==> src/rtl/interrupt_vector_sequencer.sv <==
// Interrupt/reset entry sequencer for the 6502 core: owns the bus for the
// 7-step RESET/NMI/IRQ/BRK entry and loads the fetched vector into the PC.
module interrupt_vector_sequencer (
   input  logic        sys_clock,
   input  logic        reset,
   input  logic        clk_ph2_enable,
   input  logic        nmi_n,
   input  logic        irq_n,
   input  logic        i_flag,
   input  logic        brk_req,
   input  logic        insn_boundary,
   input  logic [7:0]  PCL_in,
   input  logic [7:0]  PCH_in,
   input  logic [7:0]  P_in,
   input  logic [7:0]  SP_in,
   input  logic [7:0]  data_in,
   output logic [15:0] addr_out,
   output logic [7:0]  data_out,
   output logic        rw_out,
   output logic        busy,
   output logic [7:0]  ADL_out,
   output logic [7:0]  ADH_out,
   output logic        ADL_load_en,
   output logic        ADH_load_en,
   output logic [7:0]  sp_out,
   output logic        sp_load,
   output logic        set_I,
   output logic        done,
   output logic [3:0]  o_dbg_state
);

   typedef enum logic [3:0] {
      S_IDLE = 4'd0,
      S_T1   = 4'd1,
      S_T2   = 4'd2,
      S_T3   = 4'd3,
      S_T4   = 4'd4,
      S_T5   = 4'd5,
      S_T6   = 4'd6,
      S_T7   = 4'd7
   } state_t;

   typedef enum logic [1:0] {
      K_RST = 2'd0,
      K_NMI = 2'd1,
      K_BRK = 2'd2,
      K_IRQ = 2'd3
   } kind_t;

   state_t      r_state, w_state;
   kind_t       r_kind, w_kind, w_sel;
   logic        r_rst_pend, w_rst_pend;
   logic        r_nmi_pend, w_nmi_pend;
   logic        r_nmi_prev, w_nmi_prev;
   logic [15:0] r_pc, w_pc;
   logic [7:0]  r_sp, w_sp;
   logic [7:0]  r_p, w_p;
   logic [15:0] r_vec, w_vec;
   logic [7:0]  r_vec_lo, w_vec_lo;
   logic [15:0] r_addr, w_addr;
   logic [7:0]  r_data, w_data;
   logic        r_rw, w_rw;
   logic        r_busy, w_busy;
   logic [7:0]  r_adl, w_adl;
   logic [7:0]  r_adh, w_adh;
   logic        r_load, w_load;
   logic [7:0]  r_sp_out, w_sp_out;
   logic        w_go;
   logic        w_nmi_fall;
   logic [7:0]  w_sp_m1, w_sp_m2, w_sp_m3;

   assign w_nmi_fall = clk_ph2_enable & r_nmi_prev & ~nmi_n;
   assign w_sp_m1    = r_sp - 8'd1;
   assign w_sp_m2    = r_sp - 8'd2;
   assign w_sp_m3    = r_sp - 8'd3;

   always_comb begin
      w_state    = r_state;
      w_kind     = r_kind;
      w_sel      = K_IRQ;
      w_go       = 1'b0;
      w_rst_pend = r_rst_pend;
      w_nmi_pend = r_nmi_pend;
      w_nmi_prev = r_nmi_prev;
      w_pc       = r_pc;
      w_sp       = r_sp;
      w_p        = r_p;
      w_vec      = r_vec;
      w_vec_lo   = r_vec_lo;
      w_addr     = r_addr;
      w_data     = r_data;
      w_rw       = r_rw;
      w_busy     = r_busy;
      w_adl      = r_adl;
      w_adh      = r_adh;
      w_load     = 1'b0;
      w_sp_out   = r_sp_out;

      if (clk_ph2_enable) begin
         w_nmi_prev = nmi_n;
         case (r_state)
            S_IDLE: begin
               // Reset entry ignores the boundary; everything else waits for it.
               if (r_rst_pend) begin
                  w_go  = 1'b1;
                  w_sel = K_RST;
               end else if (insn_boundary) begin
                  if (r_nmi_pend) begin
                     w_go  = 1'b1;
                     w_sel = K_NMI;
                  end else if (brk_req) begin
                     w_go  = 1'b1;
                     w_sel = K_BRK;
                  end else if (!irq_n && !i_flag) begin
                     w_go  = 1'b1;
                     w_sel = K_IRQ;
                  end
               end
               if (w_go) begin
                  w_state = S_T1;
                  w_kind  = w_sel;
                  w_pc    = {PCH_in, PCL_in};
                  w_sp    = (w_sel == K_RST) ? 8'h00 : SP_in;
                  w_p     = {P_in[7:6], 1'b1, (w_sel == K_BRK), P_in[3:0]};
                  case (w_sel)
                     K_NMI:   w_vec = 16'hFFFA;
                     K_RST:   w_vec = 16'hFFFC;
                     default: w_vec = 16'hFFFE;
                  endcase
                  w_busy = 1'b1;
                  w_addr = {PCH_in, PCL_in};
                  w_rw   = 1'b1;
                  if (w_sel == K_RST) w_rst_pend = 1'b0;
                  if (w_sel == K_NMI) w_nmi_pend = 1'b0;
               end
            end
            S_T1: begin
               w_state = S_T2;
               w_addr  = r_pc;
               w_rw    = 1'b1;
            end
            S_T2: begin
               w_state = S_T3;
               w_addr  = {8'h01, r_sp};
               w_data  = r_pc[15:8];
               w_rw    = (r_kind == K_RST);
            end
            S_T3: begin
               w_state = S_T4;
               w_addr  = {8'h01, w_sp_m1};
               w_data  = r_pc[7:0];
               w_rw    = (r_kind == K_RST);
            end
            S_T4: begin
               w_state = S_T5;
               w_addr  = {8'h01, w_sp_m2};
               w_data  = r_p;
               w_rw    = (r_kind == K_RST);
            end
            S_T5: begin
               w_state = S_T6;
               // A pending NMI hijacks IRQ/BRK here; the pushed P is already out.
               if ((r_kind == K_BRK || r_kind == K_IRQ) && r_nmi_pend) begin
                  w_vec      = 16'hFFFA;
                  w_nmi_pend = 1'b0;
               end
               w_addr = w_vec;
               w_rw   = 1'b1;
            end
            S_T6: begin
               w_state  = S_T7;
               w_vec_lo = data_in;
               w_addr   = r_vec + 16'd1;
               w_rw     = 1'b1;
            end
            S_T7: begin
               w_state  = S_IDLE;
               w_adl    = r_vec_lo;
               w_adh    = data_in;
               w_load   = 1'b1;
               w_sp_out = w_sp_m3;
               w_busy   = 1'b0;
            end
            default: w_state = S_IDLE;
         endcase
         if (w_nmi_fall) w_nmi_pend = 1'b1;
      end
   end

   always_ff @(posedge sys_clock) begin
      if (reset) begin
         r_state    <= S_IDLE;
         r_kind     <= K_RST;
         r_rst_pend <= 1'b1;
         r_nmi_pend <= 1'b0;
         r_nmi_prev <= 1'b1;
         r_pc       <= 16'h0000;
         r_sp       <= 8'h00;
         r_p        <= 8'h00;
         r_vec      <= 16'h0000;
         r_vec_lo   <= 8'h00;
         r_addr     <= 16'h0000;
         r_data     <= 8'h00;
         r_rw       <= 1'b1;
         r_busy     <= 1'b0;
         r_adl      <= 8'h00;
         r_adh      <= 8'h00;
         r_load     <= 1'b0;
         r_sp_out   <= 8'h00;
      end else begin
         r_state    <= w_state;
         r_kind     <= w_kind;
         r_rst_pend <= w_rst_pend;
         r_nmi_pend <= w_nmi_pend;
         r_nmi_prev <= w_nmi_prev;
         r_pc       <= w_pc;
         r_sp       <= w_sp;
         r_p        <= w_p;
         r_vec      <= w_vec;
         r_vec_lo   <= w_vec_lo;
         r_addr     <= w_addr;
         r_data     <= w_data;
         r_rw       <= w_rw;
         r_busy     <= w_busy;
         r_adl      <= w_adl;
         r_adh      <= w_adh;
         r_load     <= w_load;
         r_sp_out   <= w_sp_out;
      end
   end

   // Load strobes are one-way, single-cycle pulses with no back-pressure:
   // the PC, SP and P registers must capture on the cycle they are high.
   assign addr_out    = r_addr;
   assign data_out    = r_data;
   assign rw_out      = r_rw;
   assign busy        = r_busy;
   assign ADL_out     = r_adl;
   assign ADH_out     = r_adh;
   assign ADL_load_en = r_load;
   assign ADH_load_en = r_load;
   assign sp_load     = r_load;
   assign set_I       = r_load;
   assign done        = r_load;
   assign sp_out      = r_sp_out;
   assign o_dbg_state = r_state;

endmodule

==> config.mk <==
export PLATFORM = sky130hd
export DESIGN_NAME = interrupt_vector_sequencer
export DESIGN_NICKNAME = d
export VERILOG_FILES = /design/src/rtl/interrupt_vector_sequencer.sv
export SDC_FILE = /design/constraint.sdc
export NUM_CORES = 1
export LEC_CHECK = 0
export CAP_MARGIN = 20
export CELL_PAD_IN_SITES_DETAIL_PLACEMENT = 1
export CELL_PAD_IN_SITES_GLOBAL_PLACEMENT = 2
export CORE_MARGIN = 2
export CORE_UTILIZATION = 32
export DETAILED_ROUTE_END_ITERATION = 8
export GPL_TIMING_DRIVEN = 0
export PLACE_DENSITY_LB_ADDON = 0.1
export SYNTH_ARGS = -nofsm -noshare
export SYNTH_HDL_FRONTEND = slang
export SYNTH_SLANG_ARGS = --single-unit
==> constraint.sdc <==
create_clock -name sys_clock -period 6.8 [get_ports sys_clock]
set_input_delay 1.02 -clock sys_clock [delete_from_list [all_inputs] [get_ports sys_clock]]
set_output_delay 1.02 -clock sys_clock [all_outputs]
set_load 0.005 [all_outputs]
**Yosys cells after proc, flatten, opt, wreduce, memory -nomap -nowiden**

Cells that the tools add are included.

- Register bits after elaboration: 116
- Input bits: 48
- Word-level logic and storage cells: 101

- $add $sub $neg: 4
- Eq/ne operators: 15
- Multiplexer cells: 32
- Bitwise logic cells: 4
- Reduce and logical (&&, ||, !) cells: 28

Operators with widths:

| cell | count |
|---|---|
| $pmux W16 S7 | 1 |
| $mux W16 | 3 |
| $pmux W16 S2 | 1 |
| $pmux W4 S7 | 1 |
| $pmux W8 S3 | 1 |
| $add A16 B1 Y16 const B | 1 |
| $eq A4 B3 Y1 const B | 4 |
| $sub A8 B2 Y8 const B | 2 |
| $reduce_and A3 Y1 | 5 |
| $mux W1 | 14 |
| $mux W2 | 5 |
| $reduce_bool A3 Y1 | 3 |
| $eq A4 B2 Y1 const B | 2 |
| $mux W8 | 1 |
| $reduce_and A2 Y1 | 4 |
| $sub A8 B1 Y8 const B | 1 |
| $reduce_bool A7 Y1 | 1 |
| $eq A2 B2 Y1 const B | 3 |
| $ne A3 B3 Y1 const B | 2 |
| $pmux W3 S2 | 1 |
| $reduce_or A3 Y1 | 2 |
| $reduce_and A5 Y1 | 1 |
| $eq A4 B1 Y1 const B | 1 |
| $logic_not A2 Y1 | 2 |
| other kinds (15) | 21 |

**Depth between registers and ports, before layout**

Gate-level depths: netlist (run 1).

- Word-level depth: 12
- Gate-level depth with buffers: 9
- Gate-level depth less buffers: 7

**Worst setup path before layout (run 1)**

Ideal clock, no wire load.

- Path type: flip-flop to flip-flop
- Start point: register r_sp[2]
- End point: register r_addr[7] (netlist: addr_out[7])
- Arrival: 2.098 ns
- Path slack: 4.584 ns
- Stages on the path, launching flop included: 9
- Period minus slack after synthesis: 2.216 ns
- Path through: dfxtp_1 clkbuf_1 inv_1 ha_1 or3b_4 nor4_2 o221ai_1 a221o_1 a32o_1

- Longest elaborated chain between the ends: 2
- Elaborated cells between the ends (all ways): 3
- Those cells by class: add/sub: 2; mux: 1

RTL lines:

| what | line | RTL |
|---|---|---|
| from (decl) | 56 | `logic [7:0] r_sp, w_sp;` |
| from (signal assigned) | 217 | `r_sp <= w_sp;` |
| $sub A8 B2 Y8 or $sub A8 B1 Y8 (tied branches) | 74, 73 |  |
| $pmux W16 S7 (*) | 101 | `case (r_state)` |
| to (signal assigned) | 221 | `r_addr <= w_addr;` |
| to (decl) | 60 | `logic [15:0] r_addr, w_addr;` |

Every way passes the cells marked *; elsewhere a longest branch is shown, timed or not.
A chain may end at the register's enable or synchronous reset.

**Worst setup path in the final report (run 1)**

- Start point: input port clk_ph2_enable
- End point: register r_sp[7]

- Longest elaborated chain between the ends: 1

RTL lines:

| what | line | RTL |
|---|---|---|
| from (decl) | 6 | `input logic clk_ph2_enable,` |
| $reduce_and A3 Y1 (no line) | n/a |  |

No other way between the ends.

==> results.md, run 1 <==
Min path:
- In this run the most critical hold path is launched from data_out[6].
- The path class of the tightest hold or removal check is register to register.
- Counting instances, the worst hold path has a depth of 2.
- For hold timing, the worst endpoint is data_out[6].

Floorplanning:
- The initialized floorplan defines 48 standard-cell rows.
- The area inside the core boundary is 0.0174 mm^2.
- The die width is 138 um.
- The die extent in y is 138 um.
- Pin placement for this block handled 107 I/O pins.
- The die covers 0.0189 mm^2.
- The initial core utilization is 32.9%.

Timing:
- Setup repair after global routing left no endpoint under its margin.
- The highest clock rate is 0.322 GHz.
- The total count of hold-check failures in the final report is 0.
- The final worst setup slack is 3690 ps.
- The clock arrives with 10.6 ps of skew.
- The slew at the pin with the worst max-slew slack is 889 ps.
- The summed negative setup slack over all endpoints is 0 ps.
- Setup violations remaining at the end of the flow were counted as 0.
- Measured against its own limit, the worst slew margin works out to 40.2%.
- The post-route clock period utilization is 45.7%.
- The count of final max-slew check failures is 0.
- The shortest clock period the worst path allows after layout is 3110 ps.

Finish:
- The count of nets after finishing is 903.
- The layout cell share with drive strength beyond 1 is 9.16%.
- 0 antenna diodes ended up in the layout.
- Compared with the post-synthesis result, the final layout area differs by 33.0%.

Placement:
- Buffers placed on the I/O ports in this run total 102.
- Detailed placement finished with a half-perimeter wire length of 17400 um.
- Routability-driven placement finished with a final weighted congestion of 0.911.
- The worst slack at placement is 3280 ps.

Pwr:
- The fraction of power consumed by sequential logic is 37.6%.
- The worst voltage drop across the vdd grid is 175 uV.
- The combinational cell fraction of total power is 17.6%.
- The static leakage is 2.77 nW.
- Internal power comes to 1.38 mW.
- For this design the total switching power over the nets is 0.627 mW.
- The switching portion of total power is 31.2%.
- The clock network accounts for 44.8% of the total power.
- The total power density per cell area is 264 mW/mm^2.

Yosys:
- The average instance in the mapped netlist occupies 7.85 um^2.
- The async set-or-reset flop fraction in the synthesized netlist is 0%.
- The main flop type after synthesis is dfxtp_1.
- The number of warning messages in the yosys log is 0.
- After synthesis, the netlist uses 70 different library cells.
- In the synthesized netlist, the number of instances is 728.
- The number of nets handed over by synthesis was 782.
- In this run the cell area of the synthesized design comes to 0.00572 mm^2.
- The number of enable-type register cells in the synthesized netlist is 0.
- The proportion of synthesized chip area in sequential cells is 40.3%.
- The synthesized flop and latch total is 115.

Critical path:
- The largest fanout of any net on the critical path is 10.
- In this run the critical register-to-register path is captured at addr_out[7].
- The required time of the critical path is 7080 ps.
- Data on the critical path arrives at its endpoint at 3390 ps.
- The register-to-register setup slack is 4150 ps.
- The critical path in this run is classified as input port to register.
- The worst register-to-register path begins at r_sp[2].
- For the worst flop-to-flop path, the logic depth is 8.
- The beginning of the critical path is clk_ph2_enable.
- STA classifies the critical path endpoint as a register.
- The startpoint class of the critical path is an input port.

Clocking:
- TritonCTS built the clock tree.
- The number of setup buffers added after CTS is 0.
- The maximum level of the CTS H-tree is 4.
- The later pin in the worst-skew pair is clocked with a latency of 430 ps.
- Buffers inserted to repair hold after CTS numbered 0.
- No sink is reached through more buffers than the 2 on the longest clock path.
- In this run the clock root is driven by a clkbuf_16.
- The post-cts gate resize count is 0.
- The number of buffers added by the clock tree synthesis step is 17.
- The clock sink count is 115.
- The clock edge transition at the registers on the reported setup and hold paths is 60 ps.

GRT:
- The initial antenna violation count came to 0.
- For this run the aggregate overflow at the end of global routing stands at 0.
- The number of global-route vias before repair was 5986.
- Entering global routing, the biggest net connects 17 pins.
- The global-route usage over all layers is 25.2%.
- The first-pass GRT wire length is 35000 um.

Detailed routing:
- The pre-antenna-repair detailed-routing pass consisted of 5 iterations.
- The vias after detailed routing is 5937.
- The average wire per standard cell is 21.4 um.
- The count of nets left with antenna violations once routing finished came out at 0.
- The violation count after the first detailed-route iteration is 445.
- The average vias per placed instance is 5.46.
- The routed wire length is 23300 um.
- The post-route DRC violation count is 0.

Run:
- The number of max-cap violations is 0.

Status:
- The flow ran to the end, and the final reports show no timing, DRC or antenna violations.
-- synth_stat cells (8+ instances only) --
library cell    n  area share [%]
nand2_1       149             9.8
dfxtp_1       115              40
a21oi_1        99             8.7
nor2_1         33             2.2
clkbuf_1       32             2.1
inv_1          22             1.4
nor3_1         21             1.8
o21ai_0        19             1.7
nand3_1        18             1.6
o22ai_1        17             1.9
xnor2_1        17             2.6
buf_2          16             1.4
buf_4          10             1.3
nand2b_1        9            0.99
o221ai_1        9             1.4
a211oi_1        8             1.1
a21o_1          8             1.1
-- critical path, stage by stage --
cell	delay [ps]
clkdlybuf4s50_1	720
clkbuf_1	590
o211ai_2	350
clkbuf_1	440
nand2_1	180
a21oi_1	70
-- stage by stage --
| stage | hold WS [ps] | instance area (um^2) | total power [mW] | util (%) | instances |
|---|---|---|---|---|---|
| after global placement | 438 | 7020 | 1.11 | 40.4 | 1055 |
| final | 454 | 7600 | 2.01 | 43.8 | 1087 |
| after floorplan | 428 | 5720 | 0.958 | - | 728 |
| after detailed placement | 449 | 7020 | 1.12 | 40.4 | 1055 |
| after CTS | 457 | 7600 | 2.02 | 43.8 | 1087 |
| after global routing | 480 | 7600 | 2.09 | 43.8 | 1087 |
-- power groups by stage --
stage / Combinational [mW] / Sequential [mW] / Clock, mW
finish: 0.354 / 0.755 / 0.900
global route: 0.383 / 0.760 / 0.943
CTS: 0.352 / 0.754 / 0.916
detailed placement: 0.350 / 0.768 / 0
global placement: 0.345 / 0.766 / 0
floorplan: 0.203 / 0.755 / 0
-- worst max path at each step --
stage,endpoint,slack (ps),cells past startpoint
5_1_grt,r_pc[1],3610,6
2_1_floorplan,addr_out[7],4580,8
4_1_cts,r_sp[7],3730,6
3_5_place_dp,r_sp[7],3280,6
3_3_place_gp,r_sp[7],3230,6
6_report,r_sp[7],3690,6
-- cell type report --
type	instances	area [um^2]
clock inverter	15	158
timing repair buffer	102	1020
tap	225	282
clock buffer	17	425
buffer	64	343
multi-input combinational	525	2980
fill	2056	9760
inverter	24	90.1
sequential	115	2300
-- placed cells by master (no fill, tap or decap), types with 7 or more instances in the layout --
cell / instances
a211oi_1: 8
a21o_1: 8
a21oi_1: 99
a22oi_1: 7
buf_2: 16
buf_4: 10
clkbuf_1: 32
clkbuf_16: 17
clkdlybuf4s50_1: 102
dfxtp_1: 115
inv_1: 22
inv_6: 7
nand2_1: 149
nand2b_1: 9
nand3_1: 18
nor2_1: 33
nor3_1: 21
o21ai_0: 19
o221ai_1: 9
o22ai_1: 17
xnor2_1: 17
-- cells by family (layout without fill, tap and decap cells) --
logic type | Yosys count | in the layout | synth area share, %
AOI/OAI and AO/OA | 225 | 225 | 25.2
xor gates and xnor gates | 20 | 20 | 3.06
adders and majority gates | 6 | 6 | 1.31
buffers and inverters | 88 | 222 | 7.57
DFF | 115 | 115 | 40.3
muxes | 5 | 5 | 1.09
other | 1 | 1 | 0.0656
and+or+nand+nor | 268 | 268 | 21.4
-- layer usage --
| layer | vias up | global-route usage, % | part of all wire (%) |
|---|---|---|---|
| li1 | 2820 | - | - |
| met1 | 2925 | 35.1 | 47 |
| met2 | 162 | 39.2 | 46 |
| met3 | 30 | 4.82 | 5.0 |
| met4 | 0 | 8.25 | 1.9 |
| met5 | - | 0 | 0 |
(Power assumes the default switching activity.)
==> inputs of run 2 (changes only) <==
--- a/config.mk
+++ b/config.mk
@@ -9,7 +9,7 @@
 export CELL_PAD_IN_SITES_DETAIL_PLACEMENT = 1
 export CELL_PAD_IN_SITES_GLOBAL_PLACEMENT = 2
 export CORE_MARGIN = 2
-export CORE_UTILIZATION = 32
+export CORE_UTILIZATION = 30
 export DETAILED_ROUTE_END_ITERATION = 8
 export GPL_TIMING_DRIVEN = 0
 export PLACE_DENSITY_LB_ADDON = 0.1
==> constraint.sdc (replaced) <==
create_clock -name sys_clock -period 3.05 [get_ports sys_clock]
set_input_delay 0.4575 -clock sys_clock [delete_from_list [all_inputs] [get_ports sys_clock]]
set_output_delay 0.4575 -clock sys_clock [all_outputs]
set_load 0.005 [all_outputs]
==> run 2 against run 1 <==
- non-clock buffer count did not move
- final area rose by 0.40%
- hold slack got worse by 3.1 ps
- clock power increased by 130%
- largest power group unchanged
- sequential share of layout area fell by 0.12 points
- core utilization down 3.0 points
- count of clock-buffer cells in the layout rose by 3
==> results.md, run 2 (synthesis gave the netlist of run 1 again) <==
Pwr:
- The combinational cell fraction of total power is 17.3% (-0.3 points).
- The total power density per cell area is 595 mW/mm^2 (+130%).
- The internal portion of total power was 3.23 mW (+130%).
- The switching portion of total power is 28.8% (-2.4 points).
- The power dissipated by switching net loads was 1.31 mW (+110%).
- The worst voltage drop across the vdd grid was 353 uV (+100%).
- The proportion of power drawn by the clock network is 45.6% (+0.8 points).
- The static leakage was 2.77 nW (+0.11%).
- The post-route total power is 4.54 mW (+130%).
- The fraction of power consumed by sequential logic was 37.0% (-0.6 points).

Detailed routing:
- The first-pass iteration count of the detailed router is 5 (unchanged).
- The violation count after the first detailed-route iteration is 297 (-33%).
- The average vias per placed instance is 5.39 (-1.3%).
- The remaining antenna violation count after routing is 0 (unchanged).
- The vias after detailed routing is 5906 (-0.52%).
- The routed wire length is 23200 um (-0.37%).
- The post-route DRC violation count was 0 (unchanged).
- The average wire per standard cell was 21.2 um (-1.2%).

Clocking:
- The clock sink count is 115 (unchanged).
- The post-CTS setup repair buffer count is 0 (unchanged).
- The maximum root-to-sink buffer count came to 2 (unchanged).
- The number of buffers added by the clock tree synthesis step is 17 (unchanged).
- The tree is rooted in a clkbuf_16.
- The number of hold-repair buffers added at the cts stage is 0 (unchanged).
- The maximum level of the CTS H-tree is 4 (unchanged).
- The clock edge transition at the registers on the reported setup and hold paths is 60 ps (about the same).
- TritonCTS built the clock tree.
- The clock insertion delay at the later pin of the skew report is 420 ps (about the same).
- The post-cts gate resize count is 0 (unchanged).

Floorplanning:
- The die area is 0.0202 mm^2 (+6.5%).
- The I/O pin count is 107 (unchanged).
- The initial core utilization is 30.6% (-2.4 points).
- The number of core rows is 50 (+4.2%).
- The die width is 142 um (+3.2%).
- The die extent in y is 142 um (+3.2%).
- The area inside the core boundary came to 0.0187 mm^2 (+7.8%).

GRT:
- The first-pass GRT wire length came to 36000 um (+2.9%).
- The initial antenna violation count came to 0 (unchanged).
- The overflow left after global routing is 0 (unchanged).
- The maximum number of pins on one net before global-route repair was 17 (unchanged).
- The number of global-route vias before repair came to 6115 (+2.2%).
- The global-route usage over all layers came to 23.6% (-1.6 points).

Timing:
- In the finished design, the share of the clock period the worst path needs comes to 87.7%.
- The worst slew margin relative to its limit is 40.4% (+0.18 points).
- The final setup violation count is 0 (unchanged).
- The smallest clock period supported by the final layout is computed as 2680 ps.
- The total count of hold-check failures in the final report came to 0 (unchanged).
- The slew at the pin with the worst max-slew slack came to 890 ps (+0.699 ps).
- The highest clock rate is 0.374 GHz.
- The maximum clock skew at final layout is 5.73 ps (-4.91 ps).
- The count of final max-slew check failures is 0 (unchanged).
- The summed negative setup slack over all endpoints is 0 ps (unchanged).
- Setup repair after global routing left no endpoint under its margin.

Critical path:
- The critical path goes through clkdlybuf4s50_1 > clkbuf_1 > o211ai_2 > clkbuf_1 > nand2_1 > a21oi_1.
- The required time of the critical path came to 3310 ps (-3770 ps).
- The sum of buffers and inverters on the critical path came to 3 (unchanged).
- STA classifies the critical path endpoint as a register.
- Among the stages of the critical path, the cell type that occurs most often is clkbuf_1.
- The largest fanout of any net on the critical path is 10 (unchanged).
- The largest individual stage delay along the critical path comes from the cell clkdlybuf4s50_1.
- Among cell families on the critical path, the largest total delay comes from buffers and inverters.
- The startpoint class of the critical path is an input port.
- The critical path arrival is 2940 ps (-450 ps).
- The critical path class is input port to register.
- The delay contributed by the slowest stage of the critical path came to 730 ps (about the same).

Run:
- The number of max-cap violations is 0 (unchanged).

Status:
- The flow ran to the end, and the final reports show no timing, DRC or antenna violations.

Finish:
- In the layout the commonest cells are 149 x nand2_1, 115 x dfxtp_1, 102 x clkdlybuf4s50_1.
- The layout cell share with drive strength beyond 1 was 8.93% (-0.23 points).
- The number of diodes added for antenna fixing is 0 (unchanged).
- The filler cell count in the final layout came to 2250 (+9.4%).
- The post-route non-filler standard cell count is 1096 (+0.83%).
- The count of nets after finishing was 903 (unchanged).
- The area growth from synthesis to layout is 33.5%.
- The most frequent standard cell in the layout excluding fill and tap cells is nand2_1.

Placement:
- The number of instances in the placed design was 1064 (+0.85%).
- The half-perimeter wire length after detailed placement was 17400 um (-0.31%).
- The global placer's final weighted congestion was 0.951 (+4.3%).
- The count of input and output buffers is 102 (unchanged).

Min path:
- The type of the tightest min-delay check is register to register.
run 2: power by group through the flow:
stage | Clock (mW) | Sequential (mW) | Combinational (mW)
after floorplan | 0 | 1.68 | 0.453
after global placement | 0 | 1.71 | 0.772
after detailed placement | 0 | 1.71 | 0.783
after CTS | 2.11 | 1.68 | 0.789
after global routing | 2.17 | 1.69 | 0.860
final | 2.07 | 1.68 | 0.787
run 2: routing by layer:
metal | up-vias | routed length [um] | GRT usage (%)
li1 | 2819 | - | -
met1 | 2918 | 11000 | 32.7
met2 | 144 | 10700 | 38.3
met3 | 25 | 1020 | 4.14
met4 | 0 | 381 | 5.95
met5 | - | 0 | 0
run 2: worst paths after layout:
| check | from | endpoint | slack [ps] | cells past startpoint |
|---|---|---|---|---|
| setup / recovery | clk_ph2_enable | r_kind[1] | 370 | 6 |
| hold / removal | r_vec_lo[4] | ADL_out[4] | 450 | 2 |
| setup reg to reg | r_sp[2] | addr_out[7] | 430 | 8 |
| hold reg to reg | r_vec_lo[4] | ADL_out[4] | 450 | 2 |
run 2: area by class of cell:
| class | count | area (um^2) | area share, % |
|---|---|---|---|
| Sequential cell | 115 | 2300 | 30.2 |
| Timing Repair Buffer | 102 | 1020 | 13.4 |
| Multi-Input combinational cell | 525 | 2980 | 39.1 |
| Buffer | 64 | 343 | 4.49 |
| Clock inverter | 12 | 155 | 2.03 |
| Clock buffer | 20 | 447 | 5.85 |
| Tap cell | 234 | 293 | 3.84 |
| Inverter | 24 | 90.1 | 1.18 |
run 2: worst register-to-register path: stages (launching register included):
cell and delay, ps:
dfxtp_1 310, clkbuf_1 240, inv_1 190, ha_1 270, or3b_4 440, nor3_1 260, o221ai_1 160, a221o_1 400
a32o_1 260
run 2: per-stage QoR:
| stage | util [%] | setup slack, ps | hold WS (ps) | instance area [um^2] |
|---|---|---|---|---|
| 3_5_place_dp | 37.6 | -44.5 | 446 | 7030 |
| 6_report | 40.8 | 374 | 451 | 7630 |
| 2_1_floorplan | - | 834 | 428 | 5720 |
| 4_1_cts | 40.8 | 390 | 454 | 7630 |
| 5_1_grt | 40.8 | 279 | 473 | 7630 |
| 3_3_place_gp | 37.6 | 10.1 | 438 | 7030 |
